$ cat src/rtl/uriscv_alu_mc.sv
// uriscv_alu_mc: XLEN-wide multi-cycle ALU behind a valid/ready
// request/response handshake, one operation in flight at a time.
// Optional iterative muldiv compiled in with URISCV_ALU_MULDIV_EN.
// Ports:
//   clk_i, rst_ni            clock, async active-low reset
//   req_valid_i/req_ready_o  request handshake
//   op_i, md_i, md_op_i      ALU op / muldiv select / muldiv op
//   a_i, b_i                 operands
//   rsp_valid_o/rsp_ready_i  response handshake
//   p_o                      result, held until accepted
//   busy_o                   iterative op in progress

`ifndef RV_ALU_ADD
`define RV_ALU_ADD  4'd0
`endif
`ifndef RV_ALU_SUB
`define RV_ALU_SUB  4'd1
`endif
`ifndef RV_ALU_SLL
`define RV_ALU_SLL  4'd2
`endif
`ifndef RV_ALU_SLT
`define RV_ALU_SLT  4'd3
`endif
`ifndef RV_ALU_SLTU
`define RV_ALU_SLTU 4'd4
`endif
`ifndef RV_ALU_XOR
`define RV_ALU_XOR  4'd5
`endif
`ifndef RV_ALU_SRL
`define RV_ALU_SRL  4'd6
`endif
`ifndef RV_ALU_SRA
`define RV_ALU_SRA  4'd7
`endif
`ifndef RV_ALU_OR
`define RV_ALU_OR   4'd8
`endif
`ifndef RV_ALU_AND
`define RV_ALU_AND  4'd9
`endif

module uriscv_alu_mc #(
  parameter int unsigned XLEN     = 32,
  parameter int unsigned MUL_STEP = 1
) (
  input  logic            clk_i,
  input  logic            rst_ni,
  input  logic            req_valid_i,
  output logic            req_ready_o,
  input  logic [3:0]      op_i,
  input  logic            md_i,
  input  logic [2:0]      md_op_i,
  input  logic [XLEN-1:0] a_i,
  input  logic [XLEN-1:0] b_i,
  output logic            rsp_valid_o,
  input  logic            rsp_ready_i,
  output logic [XLEN-1:0] p_o,
  output logic            busy_o
);

  localparam int unsigned SW      = $clog2(XLEN);
  localparam int unsigned CW      = SW + 1;
  localparam int unsigned MUL_CYC = XLEN / MUL_STEP;

  typedef enum logic [1:0] {
    S_IDLE,
    S_ITER,
    S_RESP
  } state_e;

  state_e          state_q, state_d;
  logic [XLEN-1:0] p_q, p_d;
  logic            accept;
  logic [XLEN-1:0] alu_res;
  logic [SW-1:0]   shamt;

  assign req_ready_o = (state_q == S_IDLE) |
                       ((state_q == S_RESP) & rsp_ready_i);
  assign accept      = req_valid_i & req_ready_o;
  assign rsp_valid_o = (state_q == S_RESP);
  assign p_o         = p_q;

  assign shamt = b_i[SW-1:0];

  always_comb begin
    alu_res = a_i;
    unique case (op_i)
      `RV_ALU_ADD:  alu_res = a_i + b_i;
      `RV_ALU_SUB:  alu_res = a_i - b_i;
      `RV_ALU_SLL:  alu_res = a_i << shamt;
      `RV_ALU_SLT:  alu_res = {{(XLEN-1){1'b0}},
                               $signed(a_i) < $signed(b_i)};
      `RV_ALU_SLTU: alu_res = {{(XLEN-1){1'b0}}, a_i < b_i};
      `RV_ALU_XOR:  alu_res = a_i ^ b_i;
      `RV_ALU_SRL:  alu_res = a_i >> shamt;
      `RV_ALU_SRA:  alu_res = $signed(a_i) >>> shamt;
      `RV_ALU_OR:   alu_res = a_i | b_i;
      `RV_ALU_AND:  alu_res = a_i & b_i;
      default:      alu_res = a_i;
    endcase
  end

`ifdef URISCV_ALU_MULDIV_EN
  logic              md_start, md_done;
  logic [XLEN-1:0]   md_res;

  logic [2:0]        mdop_q;
  logic [CW-1:0]     cnt_q;
  // Shared iteration registers.
  // mul: acc = partial product, mcand = shifted |a|, mplier = |b|.
  // div: acc = partial remainder, mcand = |b|,
  //      mplier = dividend shifting out / quotient shifting in.
  logic [2*XLEN-1:0] acc_q, mcand_q;
  logic [XLEN-1:0]   mplier_q;
  logic              neg_q, rneg_q, spec_q;

  logic              is_div, a_sgn, b_sgn;
  logic              a_neg, b_neg;
  logic [XLEN-1:0]   a_mag, b_mag, spec_val;
  logic              div_zero, div_ovf, spec;

  // Both multiply and divide run on magnitudes; sign fixed at the end.
  always_comb begin
    is_div   = md_op_i[2];
    a_sgn    = is_div ? ~md_op_i[0] : (md_op_i[1:0] != 2'd3);
    b_sgn    = is_div ? ~md_op_i[0] : ~md_op_i[1];
    a_neg    = a_sgn & a_i[XLEN-1];
    b_neg    = b_sgn & b_i[XLEN-1];
    a_mag    = a_neg ? -a_i : a_i;
    b_mag    = b_neg ? -b_i : b_i;
    div_zero = (b_i == '0);
    div_ovf  = a_sgn &&
               (a_i == {1'b1, {(XLEN-1){1'b0}}}) &&
               (b_i == '1);
    spec     = is_div & (div_zero | div_ovf);
    if (div_zero) begin
      spec_val = md_op_i[1] ? a_i : '1;
    end else begin
      spec_val = md_op_i[1] ? '0 : a_i;
    end
  end

  logic [2*XLEN-1:0] part, acc_n, prod;
  logic [XLEN:0]     r_sh, diff;
  logic [XLEN-1:0]   rem_n, quo_n;
  logic [XLEN-1:0]   q_out, r_out;
  logic [XLEN-1:0]   mul_res, div_res;

  always_comb begin
    part = '0;
    for (int k = 0; k < int'(MUL_STEP); k++) begin
      if (mplier_q[k]) part = part + (mcand_q << k);
    end
    acc_n   = acc_q + part;
    prod    = neg_q ? -acc_n : acc_n;
    mul_res = (mdop_q[1:0] == 2'd0) ?
              prod[XLEN-1:0] : prod[2*XLEN-1:XLEN];

    // Restoring step; remainder never exceeds XLEN bits.
    r_sh    = {acc_q[XLEN-1:0], mplier_q[XLEN-1]};
    diff    = r_sh - {1'b0, mcand_q[XLEN-1:0]};
    rem_n   = diff[XLEN] ? r_sh[XLEN-1:0] : diff[XLEN-1:0];
    quo_n   = {mplier_q[XLEN-2:0], ~diff[XLEN]};
    q_out   = neg_q ? -quo_n : quo_n;
    r_out   = rneg_q ? -rem_n : rem_n;
    div_res = mdop_q[1] ? r_out : q_out;
  end

  assign md_done = (state_q == S_ITER) &
                   (spec_q | (cnt_q == '0));
  assign md_res  = spec_q ? mplier_q :
                   (mdop_q[2] ? div_res : mul_res);
  assign busy_o  = (state_q == S_ITER);

  always_ff @(posedge clk_i or negedge rst_ni) begin
    if (!rst_ni) begin
      mdop_q   <= '0;
      cnt_q    <= '0;
      acc_q    <= '0;
      mcand_q  <= '0;
      mplier_q <= '0;
      neg_q    <= 1'b0;
      rneg_q   <= 1'b0;
      spec_q   <= 1'b0;
    end else if (md_start) begin
      mdop_q   <= md_op_i;
      spec_q   <= spec;
      acc_q    <= '0;
      neg_q    <= a_neg ^ b_neg;
      rneg_q   <= a_neg;
      mcand_q  <= {{XLEN{1'b0}}, is_div ? b_mag : a_mag};
      mplier_q <= spec ? spec_val :
                  (is_div ? a_mag : b_mag);
      cnt_q    <= is_div ? CW'(XLEN - 1) : CW'(MUL_CYC - 1);
    end else if (state_q == S_ITER) begin
      cnt_q <= cnt_q - CW'(1);
      if (mdop_q[2]) begin
        acc_q    <= {{XLEN{1'b0}}, rem_n};
        mplier_q <= quo_n;
      end else begin
        acc_q    <= acc_n;
        mcand_q  <= mcand_q << MUL_STEP;
        mplier_q <= mplier_q >> MUL_STEP;
      end
    end
  end
`else
  logic unused_md;
  assign unused_md = ^{md_op_i, CW'(MUL_CYC)};
  assign busy_o    = 1'b0;
`endif

  always_comb begin
    state_d = state_q;
    p_d     = p_q;
`ifdef URISCV_ALU_MULDIV_EN
    md_start = 1'b0;
`endif
    unique case (state_q)
      S_IDLE, S_RESP: begin
        if ((state_q == S_RESP) && rsp_ready_i) begin
          state_d = S_IDLE;
        end
        if (accept) begin
          if (!md_i) begin
            state_d = S_RESP;
            p_d     = alu_res;
          end else begin
`ifdef URISCV_ALU_MULDIV_EN
            state_d  = S_ITER;
            md_start = 1'b1;
`else
            state_d = S_RESP;
            p_d     = '0;
`endif
          end
        end
      end
      S_ITER: begin
`ifdef URISCV_ALU_MULDIV_EN
        if (md_done) begin
          state_d = S_RESP;
          p_d     = md_res;
        end
`else
        state_d = S_IDLE;
`endif
      end
      default: state_d = S_IDLE;
    endcase
  end

  always_ff @(posedge clk_i or negedge rst_ni) begin
    if (!rst_ni) begin
      state_q <= S_IDLE;
      p_q     <= '0;
    end else begin
      state_q <= state_d;
      p_q     <= p_d;
    end
  end

endmodule

$ cat config.mk
export PLATFORM = sky130hd
export DESIGN_NAME = uriscv_alu_mc
export DESIGN_NICKNAME = d
export VERILOG_FILES = /design/src/rtl/uriscv_alu_mc.sv
export SDC_FILE = /design/constraint.sdc
export NUM_CORES = 1
export LEC_CHECK = 0
export ABC_AREA = 1
export CAP_MARGIN = 25
export CORE_ASPECT_RATIO = 1.4
export CORE_MARGIN = 3
export CORE_UTILIZATION = 35
export DETAILED_ROUTE_END_ITERATION = 10
export PLACE_DENSITY = 0.53
export SLEW_MARGIN = 20
export SYNTH_ARGS = -nofsm -noshare
export SYNTH_HDL_FRONTEND = slang
export SYNTH_SLANG_ARGS = --single-unit
$ cat constraint.sdc
create_clock -name clk_i -period 1.6 [get_ports clk_i]
set_input_delay 0.16 -clock clk_i [delete_from_list [all_inputs] [get_ports clk_i]]
set_output_delay 0.16 -clock clk_i [all_outputs]
set_load 0.01 [all_outputs]
# --- Word level (Yosys, flattened, before mapping) ---
# Index checks and enable logic that the tools add are counted.
word_totals:
  inputBits: 76
  out_inout_bits: 35
  register_bits: 34
  word_cells: 36
op_classes:
  n_addsub: 2
  n_lt_le_gt_ge: 2
  mux: 5
  n_bitwise: 6
  reduce_logical: 5
  shift: 3
  n_eq_ne: 11
op_table:
  columns: ["op", "count"]
  rows:
  - ["32-bit one-hot mux with 10 select lines", 1]
  - ["32-bit less-than comparator", 2]
  - ["32-bit adder", 1]
  - ["32-bit bitwise AND", 1]
  - ["32-bit two-way mux", 1]
  - ["32-bit bitwise OR", 1]
  - ["32-bit by 5-bit << shifter with 32-bit output", 1]
  - ["32-bit by 5-bit right shift with 32-bit output", 1]
  - ["32-bit by 5-bit >>> shifter with 32-bit output", 1]
  - ["32-bit subtractor", 1]
  - ["32-bit XOR", 1]
  - ["4-bit by 3-bit equality test with 1-bit output, second input constant", 4]
  - ["4-bit by 2-bit equality test with 1-bit output, second input constant", 2]
  - ["4-bit equality test, second input constant", 2]
  - ["2-bit two-way mux", 3]
  - ["4-bit by 1-bit equality test with 1-bit output, second input constant", 1]
  - ["4-bit zero test", 1]
  - ["3-bit != test, second input constant", 1]
  - ["1-bit bitwise AND", 2]
  - ["2-bit equality test, second input constant", 1]
  - ["2-bit zero test", 1]
  - ["2-bit AND reduction", 1]
  - ["2-bit OR reduction", 1]
  - ["1-bit logical AND", 1]
  - ["1-bit bitwise OR", 1]

# --- Longest topological paths before layout ---
# Gate-level depths: netlist (run 1).
logic_depth:
  depth_word: 6
  mapped_depth: 20
  mapped_depth_nobuf: 18

# --- Worst setup path after synthesis (run 1) ---
# No wires, ideal clock.
synth_timing:
  path_kind: "input to register"
  start: "input port b_i[3]"
  end: "register p_q[16] (netlist: p_o[16])"
  cell_stages: 15
  setup_time_ps: 117
  required_time_ps: 1483
  arrival_time_ps: 2253
  path_buffers: 3
  setup_slack_ps: -770
  path_cell_list: "buf_2 > clkinv_1 > clkbuf_1 > ha_1 > buf_2 > inv_1 > nand2_1 > nand2_1 > o21ai_0 > a21oi_1 > or2_0 > nand3_1 > nand3_1 > nand2_1 > nand2_1"
synth_between:
  elab_chain_cells: 3
  word_cells_on_any_way: 7
  cone_classes: "add/sub: 2; shift: 3; mux: 2"
synth_lines:
  columns: ["element", "line", "rtl"]
  rows:
  - ["from (decl)", "56", "input logic [XLEN-1:0] b_i,"]
  - ["32-bit subtractor, or another cell as far along", "91", "`RV_ALU_SUB: alu_res = a_i - b_i;"]
  - ["32-bit one-hot mux with 10 select lines *", "89", "unique case (op_i)"]
  - ["32-bit two-way mux *", "227", "if (!md_i) begin"]
  - ["to (signal assigned)", "261", "p_q <= p_d;"]
  - ["to (decl)", "74", "logic [XLEN-1:0] p_q, p_d;"]
# Every way passes the cells marked *; elsewhere a longest branch is shown, timed or not.
# A chain may end at the register's enable or synchronous reset.

# --- Worst setup path after layout (run 1) ---
layout_timing:
  start: "input port b_i[1]"
  end: "register p_q[8] (netlist: p_o[8])"
# Same word-level chain as after synthesis.

==> results of run 1 <==
metrics by stage:
step | power [uW] | hold WS, ps | instances
final | 9920 | 234 | 3377
after floorplan | 3590 | -136 | 2276
after global placement | 6570 | 465 | 3257
after detailed placement | 6600 | 467 | 3257
after CTS | 9140 | 243 | 3350
after global routing | 10400 | 249 | 3377
power by group through the flow:
stage	Combinational, uW	Sequential (uW)	Clock, uW
detailed placement	5550	1050	0
global route	8090	1040	1220
global placement	5530	1050	0
finish	7690	1030	1190
CTS	6910	1030	1190
floorplan	2530	1060	0
sequential cells by signal, summed over array words and instances, names as in the netlist:
signal   flops
p_o         32
state_q      1
cell usage in the layout, fill, tap and decap left out, drive strengths merged, types with 37 or more instances in the layout:
cell type and count:
a21oi 118, buf 710, clkdlybuf4s50 37, ha 100, inv 289, nand2 856, nand3 356, nand4 39
nor2 184, o21ai 76
worst max-delay path by stage:
stage,cells after the start,slack [ps],end
6_report,15,-220,p_o[8]$_DFFE_PN0P_
5_1_grt,18,-280,p_o[29]$_DFFE_PN0P_
4_1_cts,15,-160,p_o[3]$_DFFE_PN0P_
3_5_place_dp,14,-1390,p_o[17]$_DFFE_PN0P_
3_3_place_gp,16,-1370,p_o[31]$_DFFE_PN0P_
2_1_floorplan,18,-250,p_o[0]$_DFFE_PN0P_
worst reg2reg max path, cell delays in order, from the launching register on:
cell,delay [ps]
dfrtp_1,380
nand2_1,90
nand2_1,70
nor2_1,100
inv_1,80
buf_12,160
buf_4,190
a21oi_1,270
nand2_1,100
nand2_1,60
Yosys cell counts (3+ instances only):
master / instances
o22ai_1: 16
buf_2: 51
nand2_1: 850
buf_1: 9
a211oi_1: 3
buf_6: 3
ha_1: 100
o2111ai_1: 7
nand2_2: 6
nand4_1: 39
nor2_1: 176
dfrtp_1: 33
nand3_1: 356
inv_2: 8
o211ai_1: 15
inv_1: 282
nand3b_1: 5
o21ai_0: 73
and2_1: 13
buf_4: 8
clkbuf_1: 33
nor2_2: 6
a21oi_1: 118
o221ai_1: 6
o21bai_1: 10
nor3_1: 28
layout make-up:
cell class	count	area (um^2)	area share
Multi-Input combinational cell	1848	12500	0.570
Timing Repair Buffer	763	6680	0.304
Inverter	291	1220	0.0554
Sequential cell	33	826	0.0376
Tap cell	434	543	0.0247
Clock buffer	5	125	0.00570
Clock inverter	3	46.3	0.00211
routing by layer:
metal / part of all wire / wire [um] / GRT usage / up-vias
li1: - / - / - / 8677
met1: 0.37 / 28000 / 0.466 / 8845
met2: 0.46 / 35700 / 0.707 / 1010
met3: 0.070 / 5390 / 0.0515 / 337
met4: 0.10 / 7710 / 0.327 / 0
met5: 0 / 0 / 0 / -
what timing repair did:
action	4_1_cts	5_1_grt
hold buffers	0	0
endpoints found under the setup margin	32	33
cloned	2	0
setup buffers	88	29
resized for setup	1101	332
pin swaps	255	195
cells by family after synthesis:
kind of cell    count (synthesis)  share of synthesized area
compound gates                257                      0.126
xor+xnor                        1                   0.000765
fa+ha+maj                     102                      0.113
buf+inv                       395                      0.140
flops                          33                     0.0721
other cells                     1                   0.000327
simple gates                 1487                      0.548
==> metrics.sh, run 1 <==
MAX_FREQ_MHz=550
FINALNETCOUNT=3120
POSTLAYOUTSETUPSLACKWORST_PS=-220
POSTROUTEANTENNANETS=0
VIA_COUNT_OF_THE_FIRST_GLOBAL_ROUTING_PASS=18612
WORST_PATH_MAX_DELAY_CELL='fa_2'
SEQPWRFRAC=0.104
YOSYS_WARNINGS=0
REGTOREGENDPOINT='p_o[23]$_DFFE_PN0P_'
CRITPATHREQUIREDTIME_PS=1780
VIOLATIONS_IN_THE_FINAL_REPORTS='setup timing'
LAYOUT-DRIVE-GT1-SHARE=0.527
CRITICAL_PATH.STARTPOINT_TYPE='input pin'
YOSYS_TOP_CELL_AREA_SHARE=0.279
CRIT_FAMILY='simple AND/OR/NAND/NOR gates'
DPL-INSTANCE-AREA_MM2=0.0171
VIA_COUNT=18869
MAX-CAP-VIOLATIONS=0
ROUTED_WIRELENGTH_UM=76800
DIODES=0
GRT_SETUP_UNREPAIRED='yes'
HOLD_VIOL=0
FIRST_PASS_ITERS=5
REGTOREGSTARTPOINT='state_q[1]$_DFFE_PN0P_'
CRIT_ARRIVAL_PS=2000
WORST_SETUP_HOLD_PATH_CLK_SLEW_PS=70
DIE_WIDTH_UM=159
NUMBER_OF_ENABLE_FLIP_FLOP_CELLS_AFTER_SYNTHESIS=0
FIN_CRIT_PS=1820
CLOCK_TREE.ROOT_CELL='clkbuf_16'
SYNTH_SEQUENTIAL_AREA_RATIO=0.0721
SYNTH_LARGEST_AREA_CELL='nand2_1'
SETUP.WORST_PATH.START='b_i[1]'
WORST_PATH_LARGEST_CELL_DELAY_PS=400
DPL.HPWL_UM=61100
DESIGN.CORE.AREA_MM2=0.0319
PLACEMENTROWS=77
SYNTH-MAIN-FF-CELL='dfrtp_1'
CRITICAL_PATH.MAX_FANOUT=7
TIMING.REG2REG.SETUP_SLACK_PS=50
FINAL_UTIL=0.688
DRC_ERRORS=0
NUMBER_OF_PRIMARY_I_O_PINS=111
STATUS='finished with violations'
IO_BUFFERS=106
POWER_PER_CELL_AREA_mW_PER_MM2=452
YS_FF_LATCH=33
DESIGN_AREA_MM2=0.0220
FLOORPLAN.DIE_AREA_MM2=0.0350
AREA.GROWTH.SYNTH_TO_FINAL_PCT=91.7
GR-TOTAL-OVERFLOW=0
LARGEST_NET_DEGREE_AT_THE_START_OF_GLOBAL_ROUTING=34
R2R_CELLS=9
MAXSLEWVIOLCOUNT=0
CTS-HTREE-LEVELS=2
CTS.SINK_COUNT=33
SYNTH_FP_NETS=2454
NUM-FILL-CELLS=2853
GP_CONGESTION=1.14
GRT_USE_TOTAL=0.413
SYNTHARSTFLOPSHARE=1.00
CRITICAL_PATH.CELL_CHAIN='buf_12, buf_12, fa_2, nand2_4, nand3_4, nand2_4, buf_6, o21ai_4, buf_6, o21ai_4, o21ai_2, nor2_2, nand2_1, nand2_2, nand2_1'
ROUTE.DETAILED.VIAS_PER_INST=5.59
NUMBER_OF_ANTENNA_VIOLATIONS_AT_THE_FIRST_CHECK_IN_GLOBAL_ROUTING=0
POWER.STATIC_LEAKAGE_uW=0.0112
FIN_WORST_SKEW_PS=10.4
SYNTH_AREA_LEADERS='nand2_1 28%, nand3_1 16%, ha_1 11%'
CRITICAL_PATH_CLASS='in -> reg'
YOSYSUNIQUECELLTYPES=44
SYNTH_AREA_PER_CELL_UM2=5.03
INITIAL_UTILIZATION=0.359
POWER.SHARE.CLOCK=0.120
FIN_SETUP_TNS_PS=-3860
TRITONCTS='yes'
CLKLATENCYLATEPIN_PS=290
SYNTH_CELLS=2276
FINALCRITPERIODSHARE=1.14
DIE_HEIGHT_UM=220
BUFFER_LEVELS_ON_THE_LONGEST_CLOCK_PATH=2
MIN_PATH_TYPE='in -> async'
WORSTSETUPENDPOINTTYPE='flip-flop'
POWER_SWITCHING_SHARE=0.491
WL_PER_CELL_UM=22.7
DPL_WORST_SLACK_PS=-1390
SHARE_COMB_OF_TOTAL_POWER=0.776
POWER.SWITCHING_uW=4870
FIRST_PASS_GRT_WIRE_LENGTH_UM=110000
BUFFERS_PLUS_INVERTERS_ON_THE_WORST_SETUP_PATH=4
TIMING.FINAL.SETUP_VIOLATIONS=32
CTS_BUFFERS=5
SYNTH.CELL_AREA_MM2=0.0115
VDD.IR_DROP.WORST_uV=401
P_INT_uW=5040
FIRST_ITER_VIOLATIONS=1613
No activity file was read; power rests on OpenSTA's default activity.
==> inputs of run 2 (changes only) <==
clock period = 2.23 ns   (was 1.6 ns; I/O delays follow)
==> metrics.sh, run 2 (same netlist as run 1, synthesis figures left out) <==
CTS-HTREE-LEVELS=2  # unchanged
IO_BUFFERS=106  # unchanged
FIRST_ITER_VIOLATIONS=1688  # was 1,613
VIA_COUNT_OF_THE_FIRST_GLOBAL_ROUTING_PASS=17499  # was 18.6k
FIN_WORST_SKEW_PS=5.29  # was 10.4 ps
CTS.SINK_COUNT=33  # unchanged
DESIGN.CORE.AREA_MM2=0.0319  # unchanged
TIMING.FINAL.SETUP_VIOLATIONS=0  # was 32
FIRST_PASS_GRT_WIRE_LENGTH_UM=103000  # was 110,000 um
POSTROUTEANTENNANETS=0  # unchanged
FINALCRITPERIODSHARE=0.962
ROUTED_WIRELENGTH_UM=71200  # was 76,800 um
WORST_PATH_MAX_DELAY_CELL='clkdlybuf4s50_1'  # was fa_2
GR-TOTAL-OVERFLOW=0  # unchanged
PLACEMENTROWS=77  # unchanged
MIN_PATH_TYPE='in -> async'  # unchanged
CRITICAL_PATH_CLASS='in -> reg'  # unchanged
HOLD_VIOL=0  # unchanged
MOSTFREQUENTLAYOUTCELL='nand2_1'  # was buf_4
DESIGN_AREA_MM2=0.0183  # was 0.0220 mm^2
WORST_PATH_LARGEST_CELL_DELAY_PS=500  # was 400 ps
DRC_ERRORS=0  # unchanged
CTS_BUFFERS=5  # unchanged
HOLD_BUFFERS=0  # unchanged
CRITPATHREQUIREDTIME_PS=2410  # was 1780 ps
CRITICAL_PATH.CELL_CHAIN='clkdlybuf4s50_1, inv_2, ha_4, inv_1, nand2_2, nor3_4, nand2_2, nor3_4, nand2_2, nand2_1, nand2_1, nand3_1, nand3_1, nand2_1, nand2_1'  # was buf_12, buf_12, fa_2, nand2_4, nand3_4, nand2_4, buf_6, o21ai_4, buf_6, o21ai_4, o21ai_2, nor2_2, nand2_1, nand2_2, nand2_1
MAXSLEWHEADROOM=0.563
DIE_WIDTH_UM=159  # unchanged
LARGEST_NET_DEGREE_AT_THE_START_OF_GLOBAL_ROUTING=60  # was 34
POWER.STATIC_LEAKAGE_uW=0.0101  # was 0.0112 uW
NUMBER_OF_PRIMARY_I_O_PINS=111  # unchanged
MAX_FREQ_MHz=466
CLOCK_TREE.ROOT_CELL='clkbuf_16'  # unchanged
AREA.GROWTH.SYNTH_TO_FINAL_PCT=59.5  # was 91.7%
TRITONCTS='yes'  # unchanged
WL_PER_CELL_UM=21.8  # was 22.7 um
NUMBER_OF_ANTENNA_VIOLATIONS_AT_THE_FIRST_CHECK_IN_GLOBAL_ROUTING=3  # was 0
HOLD-WORST-SLACK_PS=363  # was 234 ps
WORSTMARGINPINSLEW_PS=656
BUFFER_LEVELS_ON_THE_LONGEST_CLOCK_PATH=2  # unchanged
CRITICAL_PATH.MAX_FANOUT=5  # was 7
WORSTSETUPENDPOINTTYPE='flip-flop'  # unchanged
TIMING.REG2REG.SETUP_SLACK_PS=760  # was 50 ps
VIA_COUNT=17759  # was 18.9k
FINALNETCOUNT=3005  # was 3,120
WORST_SETUP_HOLD_PATH_CLK_SLEW_PS=70  # about the same
CRIT_PATH_FREQUENT_CELL='nand2_1'
ROUTE.DETAILED.VIAS_PER_INST=5.44  # was 5.59
LARGEST_REG_FLOPS=32  # unchanged
FIRST_PASS_ITERS=6  # was 5
CRITICAL_PATH.STARTPOINT_TYPE='input pin'  # unchanged
POWER_PER_CELL_AREA_mW_PER_MM2=326  # was 452 mW/mm^2
CRIT_ARRIVAL_PS=2330  # was 2000 ps
MAXSLEWVIOLCOUNT=0  # unchanged
FINAL_CELL_MIX='777 x nand2_1, 521 x buf_4, 330 x nand3_1, 233 x inv_1, 125 x nor2_1'  # was 557 x buf_4, 553 x nand2_1, 251 x nand3_1, 229 x nand2_2, 153 x inv_1
LAYOUT-DRIVE-GT1-SHARE=0.305  # was 0.527
STATUS='finished clean'  # was finished with violations
DIE_HEIGHT_UM=220  # unchanged
DPL-INSTANCE-AREA_MM2=0.0167  # was 0.0171 mm^2
MAX-CAP-VIOLATIONS=0  # unchanged
DPL.HPWL_UM=59300  # was 61,100 um
CRIT_FAMILY='simple AND/OR/NAND/NOR gates'  # unchanged
FINAL_UTIL=0.573  # was 0.688
GP_CONGESTION=1.09  # was 1.14
CLKLATENCYLATEPIN_PS=290  # about the same
FLOORPLAN.DIE_AREA_MM2=0.0350  # unchanged
INITIAL_UTILIZATION=0.359  # unchanged
FIN_CRIT_PS=2150
GRT_USE_TOTAL=0.388  # was 0.413
VDD.IR_DROP.WORST_uV=306  # was 401 uV
BUFFERS_PLUS_INVERTERS_ON_THE_WORST_SETUP_PATH=3  # was 4
==> run 2: changes by cell type in the layout (fill, tap and decap cells not counted), moves of 36 or more <==
cell and delta:
inv_1 +80, nand3_2 -64, buf_4 -36, nand2_2 -157, nand3_1 +79, nand2_4 -64, buf_6 -81, nand2_1 +224
inv_2 -45, nor2_1 +45, nor2_4 -47
==> run 2: worst register-to-register path, cell delays in order, from the launching register on <==
cell	delay [ps]
dfrtp_1	370
nand2_1	100
nand2_1	80
nor2_1	100
inv_1	80
buf_12	180
a21oi_1	210
nand2_1	190
nand2_1	100
==> run 2: final timing paths <==
check | startpoint | endpoint | cells after the start
min in group clk_i | a_i[28] | p_o[28]$_DFFE_PN0P_ | 5
max in group asynchronous | rst_ni | p_o[24]$_DFFE_PN0P_ | 2
hold / removal | rst_ni | p_o[18]$_DFFE_PN0P_ | 2
setup / recovery | b_i[26] | p_o[30]$_DFFE_PN0P_ | 15
setup reg to reg | state_q[1]$_DFFE_PN0P_ | p_o[15]$_DFFE_PN0P_ | 8
hold reg to reg | p_o[7]$_DFFE_PN0P_ | p_o[7]$_DFFE_PN0P_ | 2
==> run 2: through the flow <==
stage,std cells,TNS (ps),setup WS [ps],power [uW]
finish,3263,0,84.3,5960
global route,3262,-36.7,-35.2,6310
CTS,3254,-19.6,-19.6,5720
detailed placement,3239,-18790,-921,4620
global placement,3239,-18420,-890,4610
floorplan,2276,0,13.4,2500
==> run 2: area by class of cell <==
type / instances / area, um^2
clock buffers: 5 / 125
clock inverters: 3 / 46.3
fillers: 3417 / 13600
diodes: 1 / 2.50
flip-flops and latches: 33 / 826
inverters: 291 / 1100
multi-input cells: 1848 / 10200
repair buffers: 648 / 5390
well taps: 434 / 543
==> run 2: where the power goes <==
| part | internal [uW] | switching [uW] | leakage (uW) |
|---|---|---|---|
| clock | 530 | 321 | 0.0000800 |
| combinational | 1840 | 2520 | 0.00957 |
| sequential | 675 | 69.2 | 0.000434 |
| total | 3050 | 2910 | 0.0101 |
==> run 2: metal layers <==
metal / track usage / up-vias / part of all wire
met4: 0.265 / 2 / 0.089
met1: 0.449 / 8253 / 0.38
met5: 0 / - / 0.00017
met3: 0.0444 / 258 / 0.065
met2: 0.673 / 824 / 0.46
li1: - / 8422 / -
==> run 2: timing repair <==
item,in CTS,in global routing
gates cloned,0,1
pin swaps,27,48
endpoints found under the hold margin,0,0
resized for setup,238,183
setup buffers,7,7
setup endpoints to repair,32,32
==> inputs of run 3 (changes only) <==
ABC_AREA = default   (was 1)
CORE_ASPECT_RATIO = 1.5   (was 1.4)
PLACE_DENSITY = 0.54   (was 0.53)
==> metrics.sh, run 3 <==
STATUS='finished with violations'  # was finished clean
VIOLATIONS_IN_THE_FINAL_REPORTS='setup timing'
FIRST_PASS_GRT_WIRE_LENGTH_UM=88900  # was 103,000 um
FLOORPLAN.DIE_AREA_MM2=0.0319  # was 0.0350 mm^2
ROUTED_WIRELENGTH_UM=60900  # was 71,200 um
VIA_COUNT_OF_THE_FIRST_GLOBAL_ROUTING_PASS=14442  # was 17.5k
SHARE_COMB_OF_TOTAL_POWER=0.761  # was 0.732
GRT_USE_TOTAL=0.365  # was 0.388
SYNTH_SEQUENTIAL_AREA_RATIO=0.0794  # was 0.0721
DIE_WIDTH_UM=147  # was 159 um
POWER.SWITCHING_uW=2870  # was 2910 uW
DPL.HPWL_UM=46200  # was 59,300 um
POSTROUTEANTENNANETS=0  # unchanged
HOLD_VIOL=0  # unchanged
CRITICAL_PATH.CELL_CHAIN='clkdlybuf4s15_1, inv_2, buf_4, ha_4, nand2b_4, a211oi_2, o31a_1, a2111oi_4, buf_4, o32a_1, o211ai_1, a211oi_2, mux2_4, a211oi_2'  # was clkdlybuf4s50_1, inv_2, ha_4, inv_1, nand2_2, nor3_4, nand2_2, nor3_4, nand2_2, nand2_1, nand2_1, nand3_1, nand3_1, nand2_1, nand2_1
FINALCRITPERIODSHARE=1.19  # was 0.962
GP_CONGESTION=0.997  # was 1.09
CTS-HTREE-LEVELS=2  # unchanged
YOSYS_TOP_CELL_AREA_SHARE=0.120  # was 0.279
FIRST_ITER_VIOLATIONS=1393  # was 1,688
YOSYSUNIQUECELLTYPES=83  # was 44
WORST_PATH_LARGEST_CELL_DELAY_PS=370  # was 500 ps
WORSTMARGINPINSLEW_PS=613  # was 656 ps
SYNTH_FP_NETS=1571  # was 2,454
FIN_SETUP_TNS_PS=-5700  # was 0 ps
POWER_SWITCHING_SHARE=0.452  # was 0.489
BUFFERS_PLUS_INVERTERS_ON_THE_WORST_SETUP_PATH=4  # was 3
P_INT_uW=3480  # was 3050 uW
CRITICAL_PATH.MAX_FANOUT=4  # was 5
FINALNETCOUNT=2190  # was 3,005
SYNTH.CELL_AREA_MM2=0.0104  # was 0.0115 mm^2
CRITICAL_PATH.STARTPOINT_TYPE='input pin'  # unchanged
MAXSLEWHEADROOM=0.587  # was 0.563
POWER.SHARE.CLOCK=0.121  # was 0.143
FINAL_UTIL=0.643  # was 0.573
SEQPWRFRAC=0.118  # was 0.125
CRIT_FAMILY='compound AO/OA/AOI/OAI gates'  # was simple AND/OR/NAND/NOR gates
DIE_HEIGHT_UM=217  # was 220 um
VIA_COUNT=14575  # was 17.8k
SYNTH_LARGEST_AREA_CELL='ha_1'  # was nand2_1
FINAL_CELL_MIX='507 x buf_4, 126 x nor2_1, 97 x nand2_1, 88 x a21oi_1, 82 x buf_6'  # was 777 x nand2_1, 521 x buf_4, 330 x nand3_1, 233 x inv_1, 125 x nor2_1
WORST_PATH_MAX_DELAY_CELL='o31a_1'  # was clkdlybuf4s50_1
AREA.GROWTH.SYNTH_TO_FINAL_PCT=79.2  # was 59.5%
LARGEST_REG_FLOPS=32  # unchanged
NUMBER_OF_PRIMARY_I_O_PINS=111  # unchanged
TIMING.REG2REG.SETUP_SLACK_PS=150  # was 760 ps
SYNTHARSTFLOPSHARE=1.00  # unchanged
TIMING.FINAL.SETUP_VIOLATIONS=28  # was 0
YS_FF_LATCH=33  # unchanged
CTS.SINK_COUNT=33  # unchanged
CRIT_ARRIVAL_PS=2870  # was 2330 ps
SYNTH_AREA_LEADERS='ha_1 12%, mux4_2 12%, dfrtp_1 7.9%'  # was nand2_1 28%, nand3_1 16%, ha_1 11%
LARGEST_NET_DEGREE_AT_THE_START_OF_GLOBAL_ROUTING=56  # was 60
CLKLATENCYLATEPIN_PS=310  # was 290 ps
CRITICAL_PATH_CLASS='in -> reg'  # unchanged
CLOCK_TREE.ROOT_CELL='clkbuf_16'  # unchanged
MAXSLEWVIOLCOUNT=0  # unchanged
FIN_CRIT_PS=2650  # was 2150 ps
PLACEMENTROWS=76  # was 77
POWER.STATIC_LEAKAGE_uW=0.00817  # was 0.0101 uW
SYNTH_AREA_PER_CELL_UM2=7.47  # was 5.03 um^2
WORST_SETUP_HOLD_PATH_CLK_SLEW_PS=70  # about the same
SYNTHTOPCELLSBYCOUNT='151 x nor2_1, 130 x a21oi_1, 127 x o21ai_0, 104 x nand2_1, 100 x ha_1'  # was 850 x nand2_1, 356 x nand3_1, 282 x inv_1, 176 x nor2_1, 118 x a21oi_1
WL_PER_CELL_UM=25.3  # was 21.8 um
POWER_PER_CELL_AREA_mW_PER_MM2=340  # was 326 mW/mm^2
GR-TOTAL-OVERFLOW=0  # unchanged
CRIT_PATH_FREQUENT_CELL='a211oi_2'  # was nand2_1
LAYOUT-DRIVE-GT1-SHARE=0.516  # was 0.305
REGTOREGENDPOINT='p_o[29]$_DFFE_PN0P_'  # was p_o[15]$_DFFE_PN0P_
YOSYS.CELL_COUNT.TOP_TYPE='nor2_1'  # was nand2_1
CRITPATHREQUIREDTIME_PS=2450  # was 2410 ps
ROUTE.DETAILED.VIAS_PER_INST=6.07  # was 5.44
DESIGN.CORE.AREA_MM2=0.0290  # was 0.0319 mm^2
REGTOREGSTARTPOINT='state_q[1]$_DFFE_PN0P_'  # unchanged
MIN_PATH_TYPE='in -> async'  # unchanged
MAX-CAP-VIOLATIONS=0  # unchanged
SYNTH_CELLS=1393  # was 2,276
CTS_BUFFERS=5  # unchanged
MOSTFREQUENTLAYOUTCELL='buf_4'  # was nand2_1
TRITONCTS='yes'  # unchanged
FIRST_PASS_ITERS=6  # unchanged
IO_BUFFERS=106  # unchanged
NUMBER_OF_ANTENNA_VIOLATIONS_AT_THE_FIRST_CHECK_IN_GLOBAL_ROUTING=0  # was 3
WORSTSETUPENDPOINTTYPE='flip-flop'  # unchanged
NUMBER_OF_ENABLE_FLIP_FLOP_CELLS_AFTER_SYNTHESIS=0  # unchanged
INITIAL_UTILIZATION=0.359  # about the same
BUFFER_LEVELS_ON_THE_LONGEST_CLOCK_PATH=2  # unchanged
GRT_SETUP_UNREPAIRED='yes'
SYNTH-MAIN-FF-CELL='dfrtp_1'  # unchanged
R2R_CELLS=9  # was 8
VDD.IR_DROP.WORST_uV=249  # was 306 uV
DIODES=0  # was 1
YOSYS_WARNINGS=0  # unchanged
MAX_FREQ_MHz=377  # was 466 MHz
FIN_WORST_SKEW_PS=8.95  # was 5.29 ps
POSTLAYOUTSETUPSLACKWORST_PS=-421  # was 84.3 ps
DRC_ERRORS=0  # unchanged
## run 3: layout make-up
class                      instances  area [um^2]
multi-input combinational       1148        10500
fill                            2505        10400
timing repair buffer             725         6330
sequential                        33          826
tap                              390          488
inverter                          99          393
clock buffer                       6          129
clock inverter                     2         10.0
## run 3: per-stage QoR
stage / hold WS, ps / std cells / instance area, um^2 / total power (uW) / setup WS [ps]
final: 277 / 2403 / 18600 / 6350 / -421
after global routing: 311 / 2403 / 18600 / 6610 / -516
after CTS: 284 / 2378 / 17900 / 6010 / -486
after detailed placement: 69.5 / 2283 / 15300 / 4540 / -1310
after global placement: 67.9 / 2283 / 15300 / 4530 / -1320
after floorplan: -72.6 / 1393 / 10600 / 2570 / -743
## run 3: routing by layer
metal / GRT usage / share of wire / vias to the layer above
li1: - / - / 6471
met1: 0.441 / 0.38 / 7066
met2: 0.612 / 0.47 / 802
met3: 0.0442 / 0.075 / 236
met4: 0.234 / 0.078 / 0
met5: 0 / 0 / -
## run 3: worst max-delay path by stage
stage                      start                   to  slack [ps]  depth (start not counted)
after floorplan           b_i[2]  p_o[24]$_DFFE_PN0P_        -740                         16
after global placement    a_i[0]  p_o[30]$_DFFE_PN0P_       -1320                         14
after detailed placement  a_i[0]  p_o[30]$_DFFE_PN0P_       -1310                         14
after CTS                 a_i[0]  p_o[30]$_DFFE_PN0P_        -490                         14
after global routing      b_i[6]  p_o[30]$_DFFE_PN0P_        -520                         14
final                     b_i[6]  p_o[30]$_DFFE_PN0P_        -420                         14
## run 3: worst reg2reg max path, cell delays in order, from the launching register on
cell       delay (ps)
dfrtp_1           390
nand2b_1          120
nand2_2            90
nor2_1            210
buf_4             170
o21ai_0           130
nor2_1            240
a2111oi_4         100
or4_1             470
o211ai_1           90
## run 3: timing repair
item / in CTS / in global routing
cloned: 4 / 2
setup buffers: 85 / 28
endpoints found under the setup margin: 32 / 32
hold buffers: 1 / 0
gates resized for setup: 562 / 121
pin swaps: 124 / 82
hold endpoints to repair: 3 / 0
## run 3: logic make-up (layout without fill, tap and decap cells)
kind of cell / after synthesis / count (layout) / synth area share
other: 1 / 1 / 0.000360
adder cells (fa/ha/maj): 102 / 102 / 0.124
multiplexers: 113 / 113 / 0.187
XOR/XNOR: 17 / 17 / 0.0143
flip-flops: 33 / 33 / 0.0794
buffers and inverters: 212 / 832 / 0.0946
AO/OA/AOI/OAI: 513 / 513 / 0.324
AND/OR/NAND/NOR: 402 / 402 / 0.176
## run 3: power by group through the flow
stage | clock network, uW | registers, uW | logic (uW)
detailed placement | 0 | 755 | 3780
global placement | 0 | 753 | 3780
CTS | 780 | 744 | 4480
floorplan | 0 | 766 | 1800
finish | 770 | 746 | 4830
global route | 787 | 750 | 5070
